$ cat src/rtl/axi_master128_if.sv
// axi_master128_if: AXI bus between axi_master128 (m0 side) and the on-chip
// SRAM slave (*_s0 side). 128-bit data, 40-bit address, 8-bit ids.
//   master modport: drives AW/W/AR address+data, bready, rready.
//   slave  modport: drives a*ready, wready, B and R channels.
interface axi_master128_if;
  // write address
  logic [39:0]  awaddr_m0;
  logic [7:0]   awlen_m0;
  logic [7:0]   awid_m0;
  logic [2:0]   awsize_m0;
  logic [1:0]   awburst_m0;
  logic [3:0]   awcache_m0;
  logic [2:0]   awprot_m0;
  logic         awvalid_m0;
  logic         awready_m0;
  // write data
  logic [127:0] wdata_m0;
  logic [15:0]  wstrb_m0;
  logic [7:0]   wid_m0;
  logic         wlast_m0;
  logic         wvalid_m0;
  logic         wready_m0;
  // write response
  logic [7:0]   bid_m0;
  logic [1:0]   bresp_m0;
  logic         bvalid_m0;
  logic         bready_m0;
  // read address
  logic [39:0]  araddr_m0;
  logic [7:0]   arlen_m0;
  logic [7:0]   arid_m0;
  logic [2:0]   arsize_m0;
  logic [1:0]   arburst_m0;
  logic [3:0]   arcache_m0;
  logic [2:0]   arprot_m0;
  logic         arvalid_m0;
  logic         arready_m0;
  // read data
  logic [127:0] rdata_m0;
  logic [7:0]   rid_m0;
  logic [1:0]   rresp_m0;
  logic         rlast_m0;
  logic         rvalid_m0;
  logic         rready_m0;

  modport master (
    output awaddr_m0, awlen_m0, awid_m0, awsize_m0, awburst_m0, awcache_m0,
           awprot_m0, awvalid_m0,
    input  awready_m0,
    output wdata_m0, wstrb_m0, wid_m0, wlast_m0, wvalid_m0,
    input  wready_m0,
    input  bid_m0, bresp_m0, bvalid_m0,
    output bready_m0,
    output araddr_m0, arlen_m0, arid_m0, arsize_m0, arburst_m0, arcache_m0,
           arprot_m0, arvalid_m0,
    input  arready_m0,
    input  rdata_m0, rid_m0, rresp_m0, rlast_m0, rvalid_m0,
    output rready_m0
  );

  modport slave (
    input  awaddr_m0, awlen_m0, awid_m0, awsize_m0, awburst_m0, awcache_m0,
           awprot_m0, awvalid_m0,
    output awready_m0,
    input  wdata_m0, wstrb_m0, wid_m0, wlast_m0, wvalid_m0,
    output wready_m0,
    output bid_m0, bresp_m0, bvalid_m0,
    input  bready_m0,
    input  araddr_m0, arlen_m0, arid_m0, arsize_m0, arburst_m0, arcache_m0,
           arprot_m0, arvalid_m0,
    output arready_m0,
    output rdata_m0, rid_m0, rresp_m0, rlast_m0, rvalid_m0,
    input  rready_m0
  );
endinterface

$ cat src/rtl/axi_master128.sv
// axi_master128: command-driven AXI master, one outstanding transaction.
// A single command (read/write, addr, len, id) becomes AR/R or AW/W/B traffic;
// write data streams in on wr_*, read data streams out on rd_*.
// Ports:
//   pll_core_cpuclk / pad_cpu_rst_b : clock, async active-low reset
//   cmd_*   : command handshake (cmd_ready high only while idle)
//   wr_*    : write data stream, passed through to W while in the W phase
//   rd_*    : read data stream, passed through from R while in the R phase
//   done / done_resp : one-cycle completion pulse, worst response seen
//   m0      : AXI master bus (axi_master128_if.master)
// Build option: define AXI_MST128_RCHK_EN to check rid/rlast on every R beat
// and bid on B; any mismatch reports done_resp=2'b10 for that transaction.
module axi_master128 #(
  parameter logic [3:0] AXCACHE = 4'b0011,
  parameter logic [2:0] AXPROT  = 3'b000
) (
  input  logic         pll_core_cpuclk,
  input  logic         pad_cpu_rst_b,
  input  logic         cmd_valid,
  output logic         cmd_ready,
  input  logic         cmd_write,
  input  logic         cmd_wrap,
  input  logic [39:0]  cmd_addr,
  input  logic [7:0]   cmd_len,
  input  logic [7:0]   cmd_id,
  input  logic [127:0] wr_data,
  input  logic [15:0]  wr_strb,
  input  logic         wr_valid,
  output logic         wr_ready,
  output logic [127:0] rd_data,
  output logic         rd_valid,
  output logic         rd_last,
  input  logic         rd_ready,
  output logic         done,
  output logic [1:0]   done_resp,
  axi_master128_if.master m0
);

`ifdef AXI_MST128_RCHK_EN
  localparam bit RCHK_EN = 1'b1;
`else
  localparam bit RCHK_EN = 1'b0;
`endif

  localparam logic [1:0] BURST_INCR = 2'b01;
  localparam logic [1:0] BURST_WRAP = 2'b10;
  localparam logic [1:0] RESP_SLVERR = 2'b10;

  typedef enum logic [2:0] {
    S_IDLE, S_AR, S_R, S_AW, S_W, S_B, S_DONE
  } state_t;

  state_t       state_q, state_d;
  logic [39:0]  addr_q, addr_d;
  logic [7:0]   len_q, len_d;
  logic [7:0]   id_q, id_d;
  logic [1:0]   burst_q, burst_d;
  logic [7:0]   cnt_q, cnt_d;
  logic [1:0]   acc_q, acc_d;
  logic         err_q, err_d;
  logic         awvalid_q, awvalid_d;
  logic         arvalid_q, arvalid_d;
  logic         bready_q, bready_d;
  logic         cmd_ready_q, cmd_ready_d;
  logic         done_q, done_d;
  logic [1:0]   done_resp_q, done_resp_d;

  logic in_r, in_w, last_beat, r_hs, w_hs;

  function automatic logic [1:0] resp_max(input logic [1:0] a, input logic [1:0] b);
    return (a > b) ? a : b;
  endfunction

  assign in_r      = (state_q == S_R);
  assign in_w      = (state_q == S_W);
  assign last_beat = (cnt_q == len_q);
  assign r_hs      = in_r && m0.rvalid_m0 && rd_ready;
  assign w_hs      = in_w && wr_valid && m0.wready_m0;

  always_comb begin
    state_d = state_q;
    addr_d  = addr_q;
    len_d   = len_q;
    id_d    = id_q;
    burst_d = burst_q;
    cnt_d   = cnt_q;
    acc_d   = acc_q;
    err_d   = err_q;
    unique case (state_q)
      S_IDLE: if (cmd_valid) begin
        // Bursts are always full 16-byte beats, so the low nibble is dropped.
        addr_d  = cmd_addr & ~40'hF;
        len_d   = cmd_len;
        id_d    = cmd_id;
        // WRAP only makes sense for 2- or 4-beat bursts here; anything else
        // quietly falls back to INCR.
        burst_d = (cmd_wrap && (cmd_len == 8'd1 || cmd_len == 8'd3)) ? BURST_WRAP : BURST_INCR;
        cnt_d   = '0;
        acc_d   = '0;
        err_d   = 1'b0;
        state_d = cmd_write ? S_AW : S_AR;
      end
      S_AR: if (m0.arready_m0) state_d = S_R;
      S_R: if (r_hs) begin
        cnt_d = cnt_q + 8'd1;
        acc_d = resp_max(acc_q, m0.rresp_m0);
        if (RCHK_EN && ((m0.rid_m0 != id_q) || (m0.rlast_m0 != last_beat))) err_d = 1'b1;
        if (last_beat) state_d = S_DONE;
      end
      S_AW: if (m0.awready_m0) state_d = S_W;
      S_W: if (w_hs) begin
        cnt_d = cnt_q + 8'd1;
        if (last_beat) state_d = S_B;
      end
      S_B: if (m0.bvalid_m0) begin
        acc_d = resp_max(acc_q, m0.bresp_m0);
        if (RCHK_EN && (m0.bid_m0 != id_q)) err_d = 1'b1;
        state_d = S_DONE;
      end
      S_DONE:  state_d = S_IDLE;
      default: state_d = S_IDLE;
    endcase

    // Handshake outputs follow the next state so they are flops, with no
    // combinational path from any ready back into a valid.
    awvalid_d   = (state_d == S_AW);
    arvalid_d   = (state_d == S_AR);
    bready_d    = (state_d == S_B);
    cmd_ready_d = (state_d == S_IDLE);
    done_d      = (state_d == S_DONE);
    done_resp_d = (state_d == S_DONE) ? (err_d ? RESP_SLVERR : acc_d) : 2'b00;
  end

  always_ff @(posedge pll_core_cpuclk or negedge pad_cpu_rst_b) begin
    if (!pad_cpu_rst_b) begin
      state_q     <= S_IDLE;
      addr_q      <= '0;
      len_q       <= '0;
      id_q        <= '0;
      burst_q     <= '0;
      cnt_q       <= '0;
      acc_q       <= '0;
      err_q       <= 1'b0;
      awvalid_q   <= 1'b0;
      arvalid_q   <= 1'b0;
      bready_q    <= 1'b0;
      cmd_ready_q <= 1'b1;
      done_q      <= 1'b0;
      done_resp_q <= '0;
    end else begin
      state_q     <= state_d;
      addr_q      <= addr_d;
      len_q       <= len_d;
      id_q        <= id_d;
      burst_q     <= burst_d;
      cnt_q       <= cnt_d;
      acc_q       <= acc_d;
      err_q       <= err_d;
      awvalid_q   <= awvalid_d;
      arvalid_q   <= arvalid_d;
      bready_q    <= bready_d;
      cmd_ready_q <= cmd_ready_d;
      done_q      <= done_d;
      done_resp_q <= done_resp_d;
    end
  end

  assign cmd_ready = cmd_ready_q;
  assign done      = done_q;
  assign done_resp = done_resp_q;

  // Address channels share the captured command.
  assign m0.awaddr_m0  = addr_q;
  assign m0.awlen_m0   = len_q;
  assign m0.awid_m0    = id_q;
  assign m0.awsize_m0  = 3'b100;
  assign m0.awburst_m0 = burst_q;
  assign m0.awcache_m0 = AXCACHE;
  assign m0.awprot_m0  = AXPROT;
  assign m0.awvalid_m0 = awvalid_q;

  assign m0.araddr_m0  = addr_q;
  assign m0.arlen_m0   = len_q;
  assign m0.arid_m0    = id_q;
  assign m0.arsize_m0  = 3'b100;
  assign m0.arburst_m0 = burst_q;
  assign m0.arcache_m0 = AXCACHE;
  assign m0.arprot_m0  = AXPROT;
  assign m0.arvalid_m0 = arvalid_q;

  // W is a gated pass-through of the write stream, open only after AW.
  assign m0.wdata_m0  = wr_data;
  assign m0.wstrb_m0  = wr_strb;
  assign m0.wid_m0    = id_q;
  assign m0.wlast_m0  = in_w && last_beat;
  assign m0.wvalid_m0 = in_w && wr_valid;
  assign wr_ready     = in_w && m0.wready_m0;

  assign m0.bready_m0 = bready_q;

  // R is a gated pass-through to the read stream; rd_last comes from our own
  // beat count, not from the slave.
  assign m0.rready_m0 = in_r && rd_ready;
  assign rd_valid     = in_r && m0.rvalid_m0;
  assign rd_data      = m0.rdata_m0;
  assign rd_last      = rd_valid && last_beat;

endmodule

$ cat src/flat_wrapper.sv
// flat-port wrapper written by rule: the top's interface ports become plain ports
module axi_master128_flat 
#(
  parameter logic [3:0] AXCACHE = 4'b0011,
  parameter logic [2:0] AXPROT  = 3'b000
)
  (pll_core_cpuclk, pad_cpu_rst_b, cmd_valid, cmd_ready, cmd_write, cmd_wrap, cmd_addr, cmd_len, cmd_id, wr_data, wr_strb, wr_valid, wr_ready, rd_data, rd_valid, rd_last, rd_ready, done, done_resp, m0_awaddr_m0, m0_awlen_m0, m0_awid_m0, m0_awsize_m0, m0_awburst_m0, m0_awcache_m0, m0_awprot_m0, m0_awvalid_m0, m0_awready_m0, m0_wdata_m0, m0_wstrb_m0, m0_wid_m0, m0_wlast_m0, m0_wvalid_m0, m0_wready_m0, m0_bid_m0, m0_bresp_m0, m0_bvalid_m0, m0_bready_m0, m0_araddr_m0, m0_arlen_m0, m0_arid_m0, m0_arsize_m0, m0_arburst_m0, m0_arcache_m0, m0_arprot_m0, m0_arvalid_m0, m0_arready_m0, m0_rdata_m0, m0_rid_m0, m0_rresp_m0, m0_rlast_m0, m0_rvalid_m0, m0_rready_m0);
  axi_master128_if m0_i ();
  input  logic pll_core_cpuclk;
  input  logic pad_cpu_rst_b;
  input  logic cmd_valid;
  output logic cmd_ready;
  input  logic cmd_write;
  input  logic cmd_wrap;
  input  logic [39:0] cmd_addr;
  input  logic [7:0] cmd_len;
  input  logic [7:0] cmd_id;
  input  logic [127:0] wr_data;
  input  logic [15:0] wr_strb;
  input  logic wr_valid;
  output logic wr_ready;
  output logic [127:0] rd_data;
  output logic rd_valid;
  output logic rd_last;
  input  logic rd_ready;
  output logic done;
  output logic [1:0] done_resp;
  output wire logic [$bits(m0_i.awaddr_m0)-1:0] m0_awaddr_m0;
  output wire logic [$bits(m0_i.awlen_m0)-1:0] m0_awlen_m0;
  output wire logic [$bits(m0_i.awid_m0)-1:0] m0_awid_m0;
  output wire logic [$bits(m0_i.awsize_m0)-1:0] m0_awsize_m0;
  output wire logic [$bits(m0_i.awburst_m0)-1:0] m0_awburst_m0;
  output wire logic [$bits(m0_i.awcache_m0)-1:0] m0_awcache_m0;
  output wire logic [$bits(m0_i.awprot_m0)-1:0] m0_awprot_m0;
  output wire logic [$bits(m0_i.awvalid_m0)-1:0] m0_awvalid_m0;
  input wire logic [$bits(m0_i.awready_m0)-1:0] m0_awready_m0;
  output wire logic [$bits(m0_i.wdata_m0)-1:0] m0_wdata_m0;
  output wire logic [$bits(m0_i.wstrb_m0)-1:0] m0_wstrb_m0;
  output wire logic [$bits(m0_i.wid_m0)-1:0] m0_wid_m0;
  output wire logic [$bits(m0_i.wlast_m0)-1:0] m0_wlast_m0;
  output wire logic [$bits(m0_i.wvalid_m0)-1:0] m0_wvalid_m0;
  input wire logic [$bits(m0_i.wready_m0)-1:0] m0_wready_m0;
  input wire logic [$bits(m0_i.bid_m0)-1:0] m0_bid_m0;
  input wire logic [$bits(m0_i.bresp_m0)-1:0] m0_bresp_m0;
  input wire logic [$bits(m0_i.bvalid_m0)-1:0] m0_bvalid_m0;
  output wire logic [$bits(m0_i.bready_m0)-1:0] m0_bready_m0;
  output wire logic [$bits(m0_i.araddr_m0)-1:0] m0_araddr_m0;
  output wire logic [$bits(m0_i.arlen_m0)-1:0] m0_arlen_m0;
  output wire logic [$bits(m0_i.arid_m0)-1:0] m0_arid_m0;
  output wire logic [$bits(m0_i.arsize_m0)-1:0] m0_arsize_m0;
  output wire logic [$bits(m0_i.arburst_m0)-1:0] m0_arburst_m0;
  output wire logic [$bits(m0_i.arcache_m0)-1:0] m0_arcache_m0;
  output wire logic [$bits(m0_i.arprot_m0)-1:0] m0_arprot_m0;
  output wire logic [$bits(m0_i.arvalid_m0)-1:0] m0_arvalid_m0;
  input wire logic [$bits(m0_i.arready_m0)-1:0] m0_arready_m0;
  input wire logic [$bits(m0_i.rdata_m0)-1:0] m0_rdata_m0;
  input wire logic [$bits(m0_i.rid_m0)-1:0] m0_rid_m0;
  input wire logic [$bits(m0_i.rresp_m0)-1:0] m0_rresp_m0;
  input wire logic [$bits(m0_i.rlast_m0)-1:0] m0_rlast_m0;
  input wire logic [$bits(m0_i.rvalid_m0)-1:0] m0_rvalid_m0;
  output wire logic [$bits(m0_i.rready_m0)-1:0] m0_rready_m0;
  assign m0_awaddr_m0 = m0_i.awaddr_m0;
  assign m0_awlen_m0 = m0_i.awlen_m0;
  assign m0_awid_m0 = m0_i.awid_m0;
  assign m0_awsize_m0 = m0_i.awsize_m0;
  assign m0_awburst_m0 = m0_i.awburst_m0;
  assign m0_awcache_m0 = m0_i.awcache_m0;
  assign m0_awprot_m0 = m0_i.awprot_m0;
  assign m0_awvalid_m0 = m0_i.awvalid_m0;
  assign m0_i.awready_m0 = m0_awready_m0;
  assign m0_wdata_m0 = m0_i.wdata_m0;
  assign m0_wstrb_m0 = m0_i.wstrb_m0;
  assign m0_wid_m0 = m0_i.wid_m0;
  assign m0_wlast_m0 = m0_i.wlast_m0;
  assign m0_wvalid_m0 = m0_i.wvalid_m0;
  assign m0_i.wready_m0 = m0_wready_m0;
  assign m0_i.bid_m0 = m0_bid_m0;
  assign m0_i.bresp_m0 = m0_bresp_m0;
  assign m0_i.bvalid_m0 = m0_bvalid_m0;
  assign m0_bready_m0 = m0_i.bready_m0;
  assign m0_araddr_m0 = m0_i.araddr_m0;
  assign m0_arlen_m0 = m0_i.arlen_m0;
  assign m0_arid_m0 = m0_i.arid_m0;
  assign m0_arsize_m0 = m0_i.arsize_m0;
  assign m0_arburst_m0 = m0_i.arburst_m0;
  assign m0_arcache_m0 = m0_i.arcache_m0;
  assign m0_arprot_m0 = m0_i.arprot_m0;
  assign m0_arvalid_m0 = m0_i.arvalid_m0;
  assign m0_i.arready_m0 = m0_arready_m0;
  assign m0_i.rdata_m0 = m0_rdata_m0;
  assign m0_i.rid_m0 = m0_rid_m0;
  assign m0_i.rresp_m0 = m0_rresp_m0;
  assign m0_i.rlast_m0 = m0_rlast_m0;
  assign m0_i.rvalid_m0 = m0_rvalid_m0;
  assign m0_rready_m0 = m0_i.rready_m0;
  axi_master128 #(.AXCACHE(AXCACHE), .AXPROT(AXPROT)) u_core (.pll_core_cpuclk(pll_core_cpuclk), .pad_cpu_rst_b(pad_cpu_rst_b), .cmd_valid(cmd_valid), .cmd_ready(cmd_ready), .cmd_write(cmd_write), .cmd_wrap(cmd_wrap), .cmd_addr(cmd_addr), .cmd_len(cmd_len), .cmd_id(cmd_id), .wr_data(wr_data), .wr_strb(wr_strb), .wr_valid(wr_valid), .wr_ready(wr_ready), .rd_data(rd_data), .rd_valid(rd_valid), .rd_last(rd_last), .rd_ready(rd_ready), .done(done), .done_resp(done_resp), .m0(m0_i));
endmodule
$ cat config.mk
export PLATFORM = sky130hd
export DESIGN_NAME = axi_master128_flat
export DESIGN_NICKNAME = d
export VERILOG_FILES = /design/src/rtl/axi_master128_if.sv /design/src/rtl/axi_master128.sv /design/src/flat_wrapper.sv
export SDC_FILE = /design/constraint.sdc
export NUM_CORES = 1
export LEC_CHECK = 0
export BUFFER_PORTS_ARGS = -buffer_cell sky130_fd_sc_hd__buf_2
export CORE_AREA = 3 3 306 308
export DETAILED_ROUTE_END_ITERATION = 16
export DIE_AREA = 0 0 309 311
export GPL_TIMING_DRIVEN = 0
export PLACE_DENSITY = 0.32
export SYNTH_ARGS = -nofsm -noshare
export SYNTH_HDL_FRONTEND = slang
export SYNTH_SLANG_ARGS = --single-unit
$ cat constraint.sdc
create_clock -name pll_core_cpuclk -period 1.8 [get_ports pll_core_cpuclk]
set_input_delay 0.18 -clock pll_core_cpuclk [delete_from_list [all_inputs] [get_ports pll_core_cpuclk]]
set_output_delay 0.18 -clock pll_core_cpuclk [all_outputs]
set_load 0.03 [all_outputs]
==> results.md, run 1 <==
Pwr:
- Combinational logic burns 65.5% of the power.
- The power density normalized to cell area is 1380 nW/um^2.
- In this run switching power makes up 49.3% of total power.
- The design draws 15.2 mW.
- The analysis attributes to net switching a power of 7.51 mW.
- The worst-case IR drop observed on VDD is 0.697 mV.
- The sequential group share of total power is 20.5%.
- Cell internal power was estimated by the tool at 7.71 mW.
- The share of total power in the clock network is 14.0%.
- The analysis attributes to cell leakage a power of 5.62 nW.

STA:
- Setup repair after global routing could not meet its margin everywhere.
- The slack of the critical path is -103 ps.
- The share of the cycle needed by the critical path after routing is 106%.
- The hold violation count in the final report is 0.
- The post-layout minimum cycle time is 1900 ps.
- Between clock sinks in the finished design, the worst skew comes to 11.2 ps.
- The max-slew violation count is 0.
- Derived from the worst setup path, the maximum achievable clock frequency is 525 MHz.
- Setup violations remaining at the end of the flow were counted as 4.
- At the pin with the least slew margin, the transition time is 708 ps.
- The tightest slew margin relative to the limit is 52.2%.

CTS:
- The insertion delay to the later sink of the worst-skew pair is 370 ps.
- Clock tree synthesis found a total of 75 sinks.
- The number of CTS-inserted buffers is 9.
- The buffer type at the clock tree root is clkbuf_16.
- The clock passes through at most 2 buffers.
- In this run the number of H-tree levels came out at 3.
- The CTS tree is done.
- Clock-pin slew was measured on the worst setup and hold paths at 80 ps.

Global route:
- The number of global-route vias before repair was 5727.
- The first global-routing pass estimated 36500 um of wire.
- Entering global routing, the biggest net connects 40 pins.
- For this run, the total global-route usage over all layers was measured as 5.23%.
- Global routing finished with a remaining overflow of 0.
- The number of antenna violations at the first check in global routing came to 6.

Logic synthesis:
- During synthesis, Yosys emitted a total of 0 warnings.
- The netlist area before placement is 6070 um^2.
- Yosys mapped a number of flops with a built-in enable equal to 0.
- In the synthesized netlist, the cells that appear most often are buf_4, dfrtp_1, mux2_2.
- In the post-synthesis netlist, the biggest area contributors are buf_4, dfrtp_1, mux2_2, xnor2_1, ha_1.
- The most numerous cell in the Yosys netlist is buf_4.
- The cell taking the most area after synthesis is buf_4.
- The synthesized netlist cell count is 629.
- A synthesized cell averages 9.65 um^2.
- The fraction of registers with async set or reset after synthesis is 100%.
- The prevailing post-synth register cell is dfrtp_1.
- The number of synthesized register bits is 75.
- The area fraction of the dominant cell type after synthesis is 44.8%.
- The number of unique standard cell types used by synthesis is 43.
- The sequential share of the synthesized area is 30.9%.

Setup path:
- The slowest cell on the critical path is dfrtp_2.
- In this run the number of cells on the critical path is 6.
- STA classifies the critical path startpoint as a flop.
- The number of cells on the worst reg-to-reg path is 6.
- Traced cell by cell, the critical path runs through xnor2_1 -> nand4_1 -> nor2_4 -> buf_12 -> and3_4 -> buf_8.
- The launch instance of the worst register-to-register path is u_core.state_q[0]$_DFF_PN0_.
- The last element of the critical path is m0_wlast_m0.
- The maximum fanout along the worst path is 6.
- The setup path with the least slack is of type flop to output pin.
- The worst setup path startpoint is u_core.cnt_q[2]$_DFFE_PN0P_.
- The register-to-register setup slack is -40 ps.
- The data arrival time of the critical path is 1720 ps.
- The kind of cell with the highest combined delay along the critical path is simple AND/OR/NAND/NOR gates.
- The endpoint type of the worst setup path is an output pin.
- The endpoint of the lowest-slack register-to-register path is u_core.cmd_ready$_DFF_PN1_.
- At the worst endpoint, the required time is 1620 ps.
- In this design, the stage delay of the slowest critical-path cell is 460 ps.
- The worst path buffer plus inverter count is 2.

Die:
- The width of the chip is 309 um.
- The initial core utilization is 6.64%.
- The die covers 96100 um^2.
- The vertical extent of the die is 311 um.
- The floorplan step defined a core boundary enclosing 91400 um^2.
- In this run the core area contains 111 standard-cell rows.
- The number of primary I/O pins is 790.

Placement:
- After legalization and detailed placement, the total HPWL measured 23300 um.
- Counting tap cells, the placed design contains a total of 2311 instances.
- The routability congestion estimate is 0.660.
- The number of buffer cells added on primary ports is 468.

Routing:
- The routed layout has 5805 vias.
- The iteration count of the initial detailed-routing pass is 4.
- The remaining antenna violation count after routing is 0.
- The total DRC errors in the routed layout is 0.
- Dividing the detail-routed via count by the number of cells gives 2.45.
- The routed design has 27400 um of wire.
- The number of DRC markers in iteration 0 is 103.
- The mean routed wirelength per cell is 11.6 um.

Min path:
- The number of cells on the worst hold path is 2.
- The path type of the worst min-delay path is input port to flop.

Cells and area:
- The count of nets after finishing is 1544.
- The final cell count without fillers is 2368.
- The utilization of the core after routing is 12.1%.
- The layout filler cell count is 10500.
- Of the cells placed in the final design, the portion with a size suffix greater than 1 is 82.7%.
- From synthesis to final layout, the design area changed by 81.9%.

Job:
- The tool flagged a number of max-cap violations equal to 0.

Outcome:
- The checks that failed: setup timing.
- The run finished, with violations left.
[area by class of cell]
type	instances	area [um^2]	share of cell area, %
clock buffers	10	239	2.16
diodes	3	7.51	0.0680
repair buffers	511	2820	25.5
inverters	10	37.5	0.340
plain buffers	373	2870	26.0
flip-flops and latches	75	1890	17.1
well taps	1186	1480	13.4
multi-input cells	196	1620	14.6
clock inverters	4	76.3	0.691
[per-layer routing]
layer	part of all wire, %	GRT usage [%]	routed length, um
met1	33	4.80	9090
met2	55	10.6	15200
met3	10	2.08	2870
met4	0.90	1.13	246
met5	0.15	0	41
[placed cells by master (no fill, tap or decap), types with 4 or more instances in the layout]
master         instances
a21oi_1                6
a21oi_2                4
and2_1                 4
buf_12                 5
buf_2                463
buf_4                387
buf_6                 11
clkbuf_16             10
conb_1                28
dfrtp_1               64
dfrtp_2               10
dlygate4sd3_1         11
ha_1                   7
inv_1                 10
mux2_2                53
mux2i_1                5
nand2_1                9
nand2b_1               4
nand3_1                8
nor2_1                 8
xnor2_1                9
[power groups by stage]
stage | clock [mW] | combinational (mW) | sequential [mW]
final | 2.13 | 9.96 | 3.12
after CTS | 2.30 | 9.75 | 3.19
after global routing | 2.35 | 10.5 | 3.26
after global placement | 0 | 9.23 | 3.20
after detailed placement | 0 | 9.26 | 3.21
after floorplan | 0 | 5.35 | 4.26
[logic make-up (layout without fill, tap and decap cells)]
kind of cell | Yosys count | after routing | synth area share (%)
adders and majority gates | 7 | 7 | 1.44
buffers and inverters | 384 | 908 | 46.3
DFF | 75 | 75 | 30.9
AOI/OAI and AO/OA | 31 | 31 | 3.55
other | 2 | 31 | 0.124
muxes | 58 | 58 | 10.7
xor gates and xnor gates | 11 | 11 | 1.59
and+or+nand+nor | 61 | 61 | 5.38
[state kept, by name, summed over array words and instances (netlist names), 2 cells and up]
register / cells
u_core.acc_q: 2
u_core.state_q: 3
u_core.m0.arburst_m0: 2
u_core.cnt_q: 8
u_core.m0.araddr_m0: 36
u_core.done_resp: 2
u_core.m0.arlen_m0: 8
u_core.m0.arid_m0: 8
[timing repair]
action	in CTS	in global routing
hold buffers	11	0
resized for setup	49	32
setup endpoints to repair	77	47
pin swaps	7	18
hold endpoints to repair	45	0
buffers inserted	12	17
gates cloned	0	1
[per-stage QoR]
step | hold slack [ps] | TNS (ps) | setup slack (ps) | cell area [um^2]
6_report | 43.3 | -222 | -103 | 11000
2_1_floorplan | -116 | 0 | 97.6 | 6170
3_3_place_gp | 415 | -122610 | -1850 | 9990
4_1_cts | 0.0117 | -598 | -178 | 10800
5_1_grt | 8.79 | -507 | -200 | 11000
3_5_place_dp | 233 | -38770 | -934 | 10000
[worst min path at each step]
stage,startpoint,endpoint,slack [ps]
after global placement,cmd_addr[36],u_core.m0.araddr_m0[36]$_DFFE_PN0P_,420
after floorplan,pad_cpu_rst_b,u_core.acc_q[0]$_DFF_PN0_,-120
final,cmd_addr[27],u_core.m0.araddr_m0[27]$_DFFE_PN0P_,40
after CTS,cmd_addr[25],u_core.m0.araddr_m0[25]$_DFFE_PN0P_,0.01
after detailed placement,pad_cpu_rst_b,u_core.m0.araddr_m0[6]$_DFFE_PN0P_,230
after global routing,cmd_addr[27],u_core.m0.araddr_m0[27]$_DFFE_PN0P_,9
[worst register-to-register path: cells and delay by family (launching register included)]
family / cells / cell delay, ps
mux: 1 / 120
compound gates: 3 / 910
buf+inv: 2 / 360
flops: 1 / 360
Power figures use the tool's default switching activity.
==> run 2, diff against run 1 <==
--- a/config.mk
+++ b/config.mk
@@ -5,12 +5,15 @@
 export SDC_FILE = /design/constraint.sdc
 export NUM_CORES = 1
 export LEC_CHECK = 0
+export ABC_AREA = 1
 export BUFFER_PORTS_ARGS = -buffer_cell sky130_fd_sc_hd__buf_2
-export CORE_AREA = 3 3 306 308
+export CORE_AREA = 3 3 309 311
+export CTS_BUF_LIST = sky130_fd_sc_hd__clkbuf_4 sky130_fd_sc_hd__clkbuf_8 sky130_fd_sc_hd__clkbuf_16
 export DETAILED_ROUTE_END_ITERATION = 16
-export DIE_AREA = 0 0 309 311
+export DIE_AREA = 0 0 312 314
 export GPL_TIMING_DRIVEN = 0
 export PLACE_DENSITY = 0.32
+export RECOVER_POWER = 25
 export SYNTH_ARGS = -nofsm -noshare
 export SYNTH_HDL_FRONTEND = slang
 export SYNTH_SLANG_ARGS = --single-unit
==> results.md, run 2 <==
Routing:
- The average via count per standard cell is 2.48 (was 2.45).
- The number of DRC markers in iteration 0 is 165 (was 103).
- The mean routed wirelength per cell is 12.1 um (was 11.6 um).
- The total DRC errors in the routed layout is 0 (unchanged).
- The via count is 6579 (was 5805).
- The total routed wirelength is 32100 um (was 27400 um).
- The remaining antenna violation count after routing is 0 (unchanged).
- The iteration count of the initial detailed-routing pass was 4 (unchanged).

Setup path:
- The last element of the critical path is rd_last (was m0_wlast_m0).
- The register-to-register setup slack is 100 ps (was -40 ps).
- The maximum fanout along the worst path was 4 (was 6).
- The endpoint of the lowest-slack register-to-register path is u_core.done$_DFF_PN0_ (was u_core.cmd_ready$_DFF_PN1_).
- The endpoint type of the worst setup path is an output pin (unchanged).
- The logic depth of the worst register-to-register path was 9 (was 6).
- The critical setup path kind is flop to output pin (unchanged).
- The data arrival time of the critical path came to 1530 ps (was 1720 ps).
- The worst setup path startpoint is u_core.cnt_q[2]$_DFFE_PN0P_ (unchanged).
- The launching element type of the critical path is a flop (unchanged).
- The launch instance of the worst register-to-register path is u_core.state_q[1]$_DFF_PN0_ (was u_core.state_q[0]$_DFF_PN0_).
- The required time at the worst-slack endpoint is 1620 ps (about the same).

Pwr:
- The total internal power is 7.26 mW (was 7.71 mW).
- The switching fraction of total power is 52.0% (was 49.3%).
- The largest voltage drop on the vdd net was 0.574 mV (was 0.697 mV).
- The static power due to leakage came to 5.93 nW (was 5.62 nW).
- The sequential group share of total power is 20.8% (was 20.5%).
- The total net switching power is 7.87 mW (was 7.51 mW).
- The combinational share of power came to 63.6% (was 65.5%).
- The share of total power in the clock network is 15.6% (was 14.0%).
- The power density normalized to cell area is 1330 nW/um^2 (was 1380 nW/um^2).

Placement:
- The cell area after placement came to 10200 um^2 (was 10000 um^2).
- The number of cells in the design after placement is 2552 (was 2311).
- The number of buffer cells added on primary ports is 468 (unchanged).
- The half-perimeter wire length after detailed placement is 28000 um (was 23300 um).
- The routability congestion estimate is 0.819 (was 0.660).

CTS:
- The number of sinks driven by the clock tree is 75 (unchanged).
- The insertion delay to the later sink of the worst-skew pair is 380 ps (was 370 ps).
- The maximum clock path buffer count is 2 (unchanged).
- The maximum level of the CTS H-tree was 3 (unchanged).
- The number of CTS-inserted buffers is 9 (unchanged).
- The CTS tree is done (unchanged).
- The buffer type at the clock tree root is clkbuf_16 (unchanged).
- The clock transition at the register clock pins on the worst setup and hold paths after CTS is 80 ps (about the same).

Logic synthesis:
- The prevailing post-synth register cell is dfrtp_1 (unchanged).
- The cell taking the most area after synthesis is buf_4 (unchanged).
- The area fraction of the dominant cell type after synthesis is 43.8% (was 44.8%).
- Synth top area cells: buf_4, dfrtp_1, nand2_1, inv_1, o21ai_0 (was buf_4, dfrtp_1, mux2_2, xnor2_1, ha_1).
- The number of flops mapped to enable cells by yosys was 0 (unchanged).
- The most numerous cell in the Yosys netlist is buf_4 (unchanged).
- The netlist area before placement is 6200 um^2 (was 6070 um^2).
- Commonest cells in the netlist: buf_4, nand2_1, dfrtp_1 (was buf_4, dfrtp_1, mux2_2).
- The fraction of registers with async set or reset after synthesis came to 100% (unchanged).
- The count of warnings emitted by yosys is 0 (unchanged).
- The number of synthesized register bits came to 75 (unchanged).
- The synthesized netlist cell count was 803 (was 629).
- The number of unique standard cell types used by synthesis is 30 (was 43).
- The sequential share of the synthesized area is 30.3% (was 30.9%).
- The per-instance average area after synthesis is 7.73 um^2 (was 9.65 um^2).

STA:
- The upper clock frequency limit came to 586 MHz (was 525 MHz).
- The tightest slew margin relative to the limit is 57.0% (was 52.2%).
- The slew of the pin with the lowest slew margin was 645 ps (was 708 ps).
- RSZ-0062 raised after global routing: yes (unchanged).
- The final total negative setup slack is 0 ps (was -222 ps).
- The maximum clock skew at final layout came to 15.1 ps (was 11.2 ps).
- The post-layout minimum cycle time is 1710 ps (was 1900 ps).
- The share of the cycle needed by the critical path after routing is 94.8% (was 106%).
- The hold violation count in the final report is 0 (unchanged).
- The max-slew violation count is 0 (unchanged).
- The final count of negative-setup-slack endpoints is 0 (was 4).

Global route:
- The wire length of the first global-routing pass was 43700 um (was 36500 um).
- The global router's overall resource usage is 6.16% (was 5.23%).
- The pin count of the biggest net entering global routing came to 40 (unchanged).
- The total global routing overflow is 0 (unchanged).
- The number of antenna violations at the first check in global routing is 11 (was 6).
- The number of global-route vias before repair is 6485 (was 5727).

Cells and area:
- The most frequent standard cell in the layout excluding fill and tap cells is buf_4 (was buf_2).
- The flip-flop count of the largest register after layout is 36 (unchanged).
- The final cell count without fillers is 2649 (was 2368).
- The count of nets after finishing is 1754 (was 1544).
- The layout filler cell count was 11000 (was 10500).
- The share of post-route cells with drive strength above 1 was 58.1% (was 82.7%).
- The post-route cell area is 11300 um^2 (was 11000 um^2).
- The area growth from synthesis to final layout is 82.9% (was 81.9%).
- Leading cell types in the layout, fill and taps excluded: buf_4, buf_2, nand2_1 (was buf_2, buf_4, dfrtp_1).

Min path:
- The path type of the worst min-delay path is input port to flop (unchanged).

Die:
- The vertical extent of the die came to 314 um (was 311 um).
- The number of rows created at floorplan came to 112 (was 111).
- The initial core utilization came to 6.67% (was 6.64%).
- The core outline area came to 93000 um^2 (was 91400 um^2).
- The width of the chip came to 312 um (was 309 um).
- The number of primary I/O pins is 790 (unchanged).
- The area of the die came to 98000 um^2 (was 96100 um^2).

Job:
- The reported max-cap violation count is 0 (unchanged).

Outcome:
- Run status: finished clean (was finished, violations left).
[run 2: layout make-up]
type | instances | area (um^2) | share of cell area [%]
multi-input cells | 333 | 1600 | 14.1
diodes | 4 | 10.0 | 0.0882
clock buffers | 10 | 239 | 2.11
repair buffers | 546 | 2910 | 25.6
clock inverters | 6 | 119 | 1.05
inverters | 47 | 196 | 1.73
well taps | 1254 | 1570 | 13.8
flip-flops and latches | 75 | 1890 | 16.7
plain buffers | 374 | 2810 | 24.8
[run 2: power groups by stage]
| stage | Combinational (mW) | Sequential [mW] | Clock, mW |
|---|---|---|---|
| final | 9.63 | 3.14 | 2.36 |
| after global routing | 10.4 | 3.28 | 2.60 |
| after CTS | 9.50 | 3.23 | 2.56 |
| after detailed placement | 9.09 | 3.22 | 0 |
| after global placement | 9.14 | 3.22 | 0 |
| after floorplan | 5.19 | 4.18 | 0 |
[run 2: cells by family after synthesis]
family          after synthesis  share of synthesized area, %
simple gates                267                          17.6
other cells                   2                         0.121
buf+inv                     421                          47.6
fa+ha+maj                     7                          1.41
xor+xnor                      3                         0.424
compound gates               28                          2.54
flops                        75                          30.3
[run 2: worst max-delay path, cell delays in order, from the launching register on]
cell	delay (ps)
dfrtp_2	450
xnor2_1	170
nand2_1	100
nor2_4	100
nand2_2	60
nor2_2	120
buf_6	150
[run 2: worst min-delay path by stage]
stage	from	end	cells after the start
6_report	cmd_len[0]	u_core.m0.arlen_m0[0]$_DFFE_PN0P_	3
2_1_floorplan	pad_cpu_rst_b	u_core.acc_q[0]$_DFF_PN0_	0
5_1_grt	cmd_len[0]	u_core.m0.arlen_m0[0]$_DFFE_PN0P_	3
3_3_place_gp	cmd_addr[8]	u_core.m0.araddr_m0[8]$_DFFE_PN0P_	3
4_1_cts	cmd_len[0]	u_core.m0.arlen_m0[0]$_DFFE_PN0P_	3
3_5_place_dp	pad_cpu_rst_b	u_core.m0.araddr_m0[36]$_DFFE_PN0P_	1
[run 2: per-stage QoR]
step                      setup WS, ps  hold WS [ps]  power, mW  utilization (%)
after floorplan                    204          -116       9.37                -
after global placement            -641           379       12.4             11.0
after detailed placement          -591           239       12.3             11.0
after CTS                        -48.0          6.27       15.3             12.1
after global routing             -38.2          29.4       16.3             12.2
final                             93.6          48.8       15.1             12.2
[run 2: timing repair]
| action | 4_1_cts | 5_1_grt |
|---|---|---|
| pin swaps | 5 | 10 |
| endpoints found under the setup margin | 72 | 36 |
| hold buffers | 46 | 0 |
| setup buffers | 8 | 23 |
| hold endpoints to repair | 82 | 0 |
| gates resized for setup | 43 | 34 |
[run 2: routing by layer]
| layer | up-vias | track usage, % | share of wire, % |
|---|---|---|---|
| li1 | 3224 | - | - |
| met2 | 394 | 10.8 | 51 |
| met5 | - | 0 | 0.040 |
| met3 | 30 | 3.09 | 11 |
| met1 | 2929 | 6.48 | 36 |
| met4 | 2 | 1.68 | 2.1 |
==> run 3, diff against run 2 <==
--- a/config.mk
+++ b/config.mk
@@ -9,6 +9,7 @@
 export BUFFER_PORTS_ARGS = -buffer_cell sky130_fd_sc_hd__buf_2
 export CORE_AREA = 3 3 309 311
 export CTS_BUF_LIST = sky130_fd_sc_hd__clkbuf_4 sky130_fd_sc_hd__clkbuf_8 sky130_fd_sc_hd__clkbuf_16
+export CTS_CLUSTER_DIAMETER = 100
 export DETAILED_ROUTE_END_ITERATION = 16
 export DIE_AREA = 0 0 312 314
 export GPL_TIMING_DRIVEN = 0
==> constraint.sdc (replaced) <==
create_clock -name pll_core_cpuclk -period 2.09 [get_ports pll_core_cpuclk]
set_input_delay 0.209 -clock pll_core_cpuclk [delete_from_list [all_inputs] [get_ports pll_core_cpuclk]]
set_output_delay 0.209 -clock pll_core_cpuclk [all_outputs]
set_load 0.03 [all_outputs]
==> results.md, run 3 (same netlist as run 2, synthesis figures left out) <==
Setup path:
- The data arrival time of the critical path was 1660 ps (was 1530 ps).
- The required time at the worst-slack endpoint is 1880 ps (was 1620 ps).
- The worst path buffer plus inverter count is 3 (was 1).
- The worst stage delay on the critical path came to 450 ps (about the same).
- The maximum fanout along the worst path is 5 (was 4).
- Cell-by-cell trace of the critical path: inv_2 -> nand2_4 -> nor2_1 -> inv_2 -> nor2_1 -> buf_2 (was xnor2_1 -> nand2_1 -> nor2_4 -> nand2_2 -> nor2_2 -> buf_6).
- The endpoint type of the worst setup path is an output pin (unchanged).
- The family with the most delay on the worst path is buffers and inverters (was flip-flops).
- The critical setup path kind is flop to output pin (unchanged).
- The slowest cell on the critical path is dfrtp_1 (was dfrtp_2).
- The launching element type of the critical path is a flop (unchanged).

Cells and area:
- The area growth from synthesis to final layout is 76.3% (was 82.9%).
- The share of post-route cells with drive strength above 1 is 55.0% (was 58.1%).
- Leading cell types in the layout, fill and taps excluded: buf_4, buf_2, nand2_1 (unchanged).
- The count of nets after finishing was 1721 (was 1754).
- The most frequent standard cell in the layout excluding fill and tap cells is buf_4 (unchanged).
- The layout filler cell count is 11000 (about the same).
- The flip-flop count of the largest register after layout came to 36 (unchanged).
- The post-route cell area came to 10900 um^2 (was 11300 um^2).
- The multi-input logic area is 1520 um^2 (was 1600 um^2).
- The area of all sequential standard cells is 1880 um^2 (was 1890 um^2).

STA:
- The post-layout minimum cycle time is 1870 ps.
- The maximum clock skew at final layout is 15.1 ps (about the same).
- The share of the cycle needed by the critical path after routing is 89.6%.
- The tightest slew margin relative to the limit is 57.5% (was 57.0%).
- The upper clock frequency limit is 534 MHz.
- The slew of the pin with the lowest slew margin is 638 ps (was 645 ps).
- The post-route worst hold slack came to 49.6 ps (was 48.8 ps).
- The final count of negative-setup-slack endpoints is 0 (unchanged).
- RSZ-0062 raised after global routing: yes (unchanged).
- The max-slew violation count is 0 (unchanged).
- The slack of the critical path is 217 ps (was 93.6 ps).
- The hold violation count in the final report was 0 (unchanged).

Min path:
- The path type of the worst min-delay path is input port to flop (unchanged).

Global route:
- The total global routing overflow is 0 (unchanged).
- The global router's overall resource usage was 6.13% (was 6.16%).
- The number of global-route vias before repair is 6390 (was 6485).
- The pin count of the biggest net entering global routing is 40 (unchanged).
- The wire length of the first global-routing pass is 43400 um (was 43700 um).
- The number of antenna violations at the first check in global routing is 10 (was 11).

Outcome:
- Run status: finished clean (unchanged).

Placement:
- The cell area after placement is 10200 um^2 (unchanged).
- The number of buffer cells added on primary ports is 468 (unchanged).
- The post-placement setup slack is -301 ps (was -591 ps).
- The routability congestion estimate is 0.819 (unchanged).
- The half-perimeter wire length after detailed placement came to 28000 um (unchanged).

Routing:
- The via count is 6478 (was 6579).
- The total DRC errors in the routed layout was 0 (unchanged).
- The uppermost metal layer occupied by signal nets is met5 (unchanged).
- The met2 wirelength from detailed routing is 16300 um (about the same).
- The met3 wire length came to 3560 um (was 3490 um).
- The iteration count of the initial detailed-routing pass was 4 (unchanged).
- The remaining antenna violation count after routing is 0 (unchanged).
- The mean routed wirelength per cell is 12.2 um (was 12.1 um).
- The routed length on met1 is 11500 um (was 11600 um).
- The average via count per standard cell came to 2.48 (about the same).
- The number of DRC markers in iteration 0 came to 183 (was 165).
- The total routed wirelength came to 31900 um (was 32100 um).

CTS:
- The buffer type at the clock tree root is clkbuf_16 (unchanged).
- The maximum clock path buffer count is 2 (unchanged).
- The number of CTS-inserted buffers was 9 (unchanged).
- The number of sinks driven by the clock tree is 75 (unchanged).
- The CTS tree is done (unchanged).
- The insertion delay to the later sink of the worst-skew pair is 380 ps (about the same).
- The maximum level of the CTS H-tree came to 3 (unchanged).
- The clock transition at the register clock pins on the worst setup and hold paths after CTS is 70 ps (was 80 ps).

Die:
- The number of rows created at floorplan is 112 (unchanged).
- The number of primary I/O pins was 790 (unchanged).
- The initial core utilization is 6.67% (unchanged).
- The core outline area was 93000 um^2 (unchanged).
- The vertical extent of the die is 314 um (unchanged).
- The area of the die came to 98000 um^2 (unchanged).
- The width of the chip was 312 um (unchanged).

Pwr:
- The power density normalized to cell area is 1150 nW/um^2 (was 1330 nW/um^2).
- The largest voltage drop on the vdd net was 0.486 mV (was 0.574 mV).
- The static power due to leakage is 5.74 nW (was 5.93 nW).

Job:
- The reported max-cap violation count is 0 (unchanged).
==> run 3: power breakdown <==
part	switching [mW]	internal, mW
registers	0.655	2.06
logic	5.16	2.63
clock network	0.811	1.22
total	6.62	5.91
==> run 3: through the flow <==
| step | total power [mW] | setup TNS [ps] | util [%] | instances |
|---|---|---|---|---|
| after floorplan | 8.07 | 0 | - | 829 |
| after global placement | 10.6 | -26090 | 11.0 | 2551 |
| after detailed placement | 10.6 | -7340 | 11.0 | 2552 |
| after CTS | 12.9 | 0 | 11.9 | 2610 |
| after global routing | 13.6 | -15.5 | 11.8 | 2614 |
| final | 12.5 | 0 | 11.8 | 2615 |
==> run 3: layer usage <==
| layer | up-vias | track usage [%] |
|---|---|---|
| met5 | - | 0 |
| met4 | 2 | 1.64 |
| met3 | 28 | 3.05 |
| met2 | 398 | 10.8 |
| met1 | 2893 | 6.49 |
| li1 | 3157 | - |
==> run 3: worst reg2reg max path, delay by kind of cell, from the launching register on <==
kind                   cells  cell delay, ps
buffers and inverters      2             190
flip-flops                 1             440
AND/OR/NAND/NOR            7            1120
==> run 3: worst paths after layout <==
| check | startpoint | to | slack [ps] | cells past startpoint |
|---|---|---|---|---|
| hold reg to reg | u_core.err_q$_DFF_PN0_ | u_core.err_q$_DFF_PN0_ | 500 | 2 |
| hold / removal | cmd_id[6] | u_core.m0.arid_m0[6]$_DFFE_PN0P_ | 50 | 3 |
| setup / recovery | u_core.state_q[0]$_DFF_PN0_ | m0_rready_m0 | 220 | 6 |
| setup reg to reg | u_core.state_q[2]$_DFF_PN0_ | u_core.done$_DFF_PN0_ | 240 | 9 |
| min in group asynchronous | pad_cpu_rst_b | u_core.m0.arid_m0[1]$_DFFE_PN0P_ | 400 | 2 |
| max in group asynchronous | pad_cpu_rst_b | u_core.m0.arburst_m0[1]$_DFFE_PN0P_ | 1030 | 3 |
==> run 3: final cells by class <==
type	instances	share of cell area (%)
flip-flops and latches	75	17.2
repair buffers	513	24.1
clock inverters	6	1.09
inverters	47	1.66
well taps	1254	14.3
multi-input cells	333	13.9
plain buffers	374	25.5
diodes	3	0.0686
clock buffers	10	2.18
==> run 3: timing repair <==
action                                 CTS  global route
gates resized for setup                 13            10
setup endpoints to repair               50            27
buffers inserted                         0             2
endpoints found under the hold margin   78             0
pin swaps                                0             2
hold buffers                            42             0
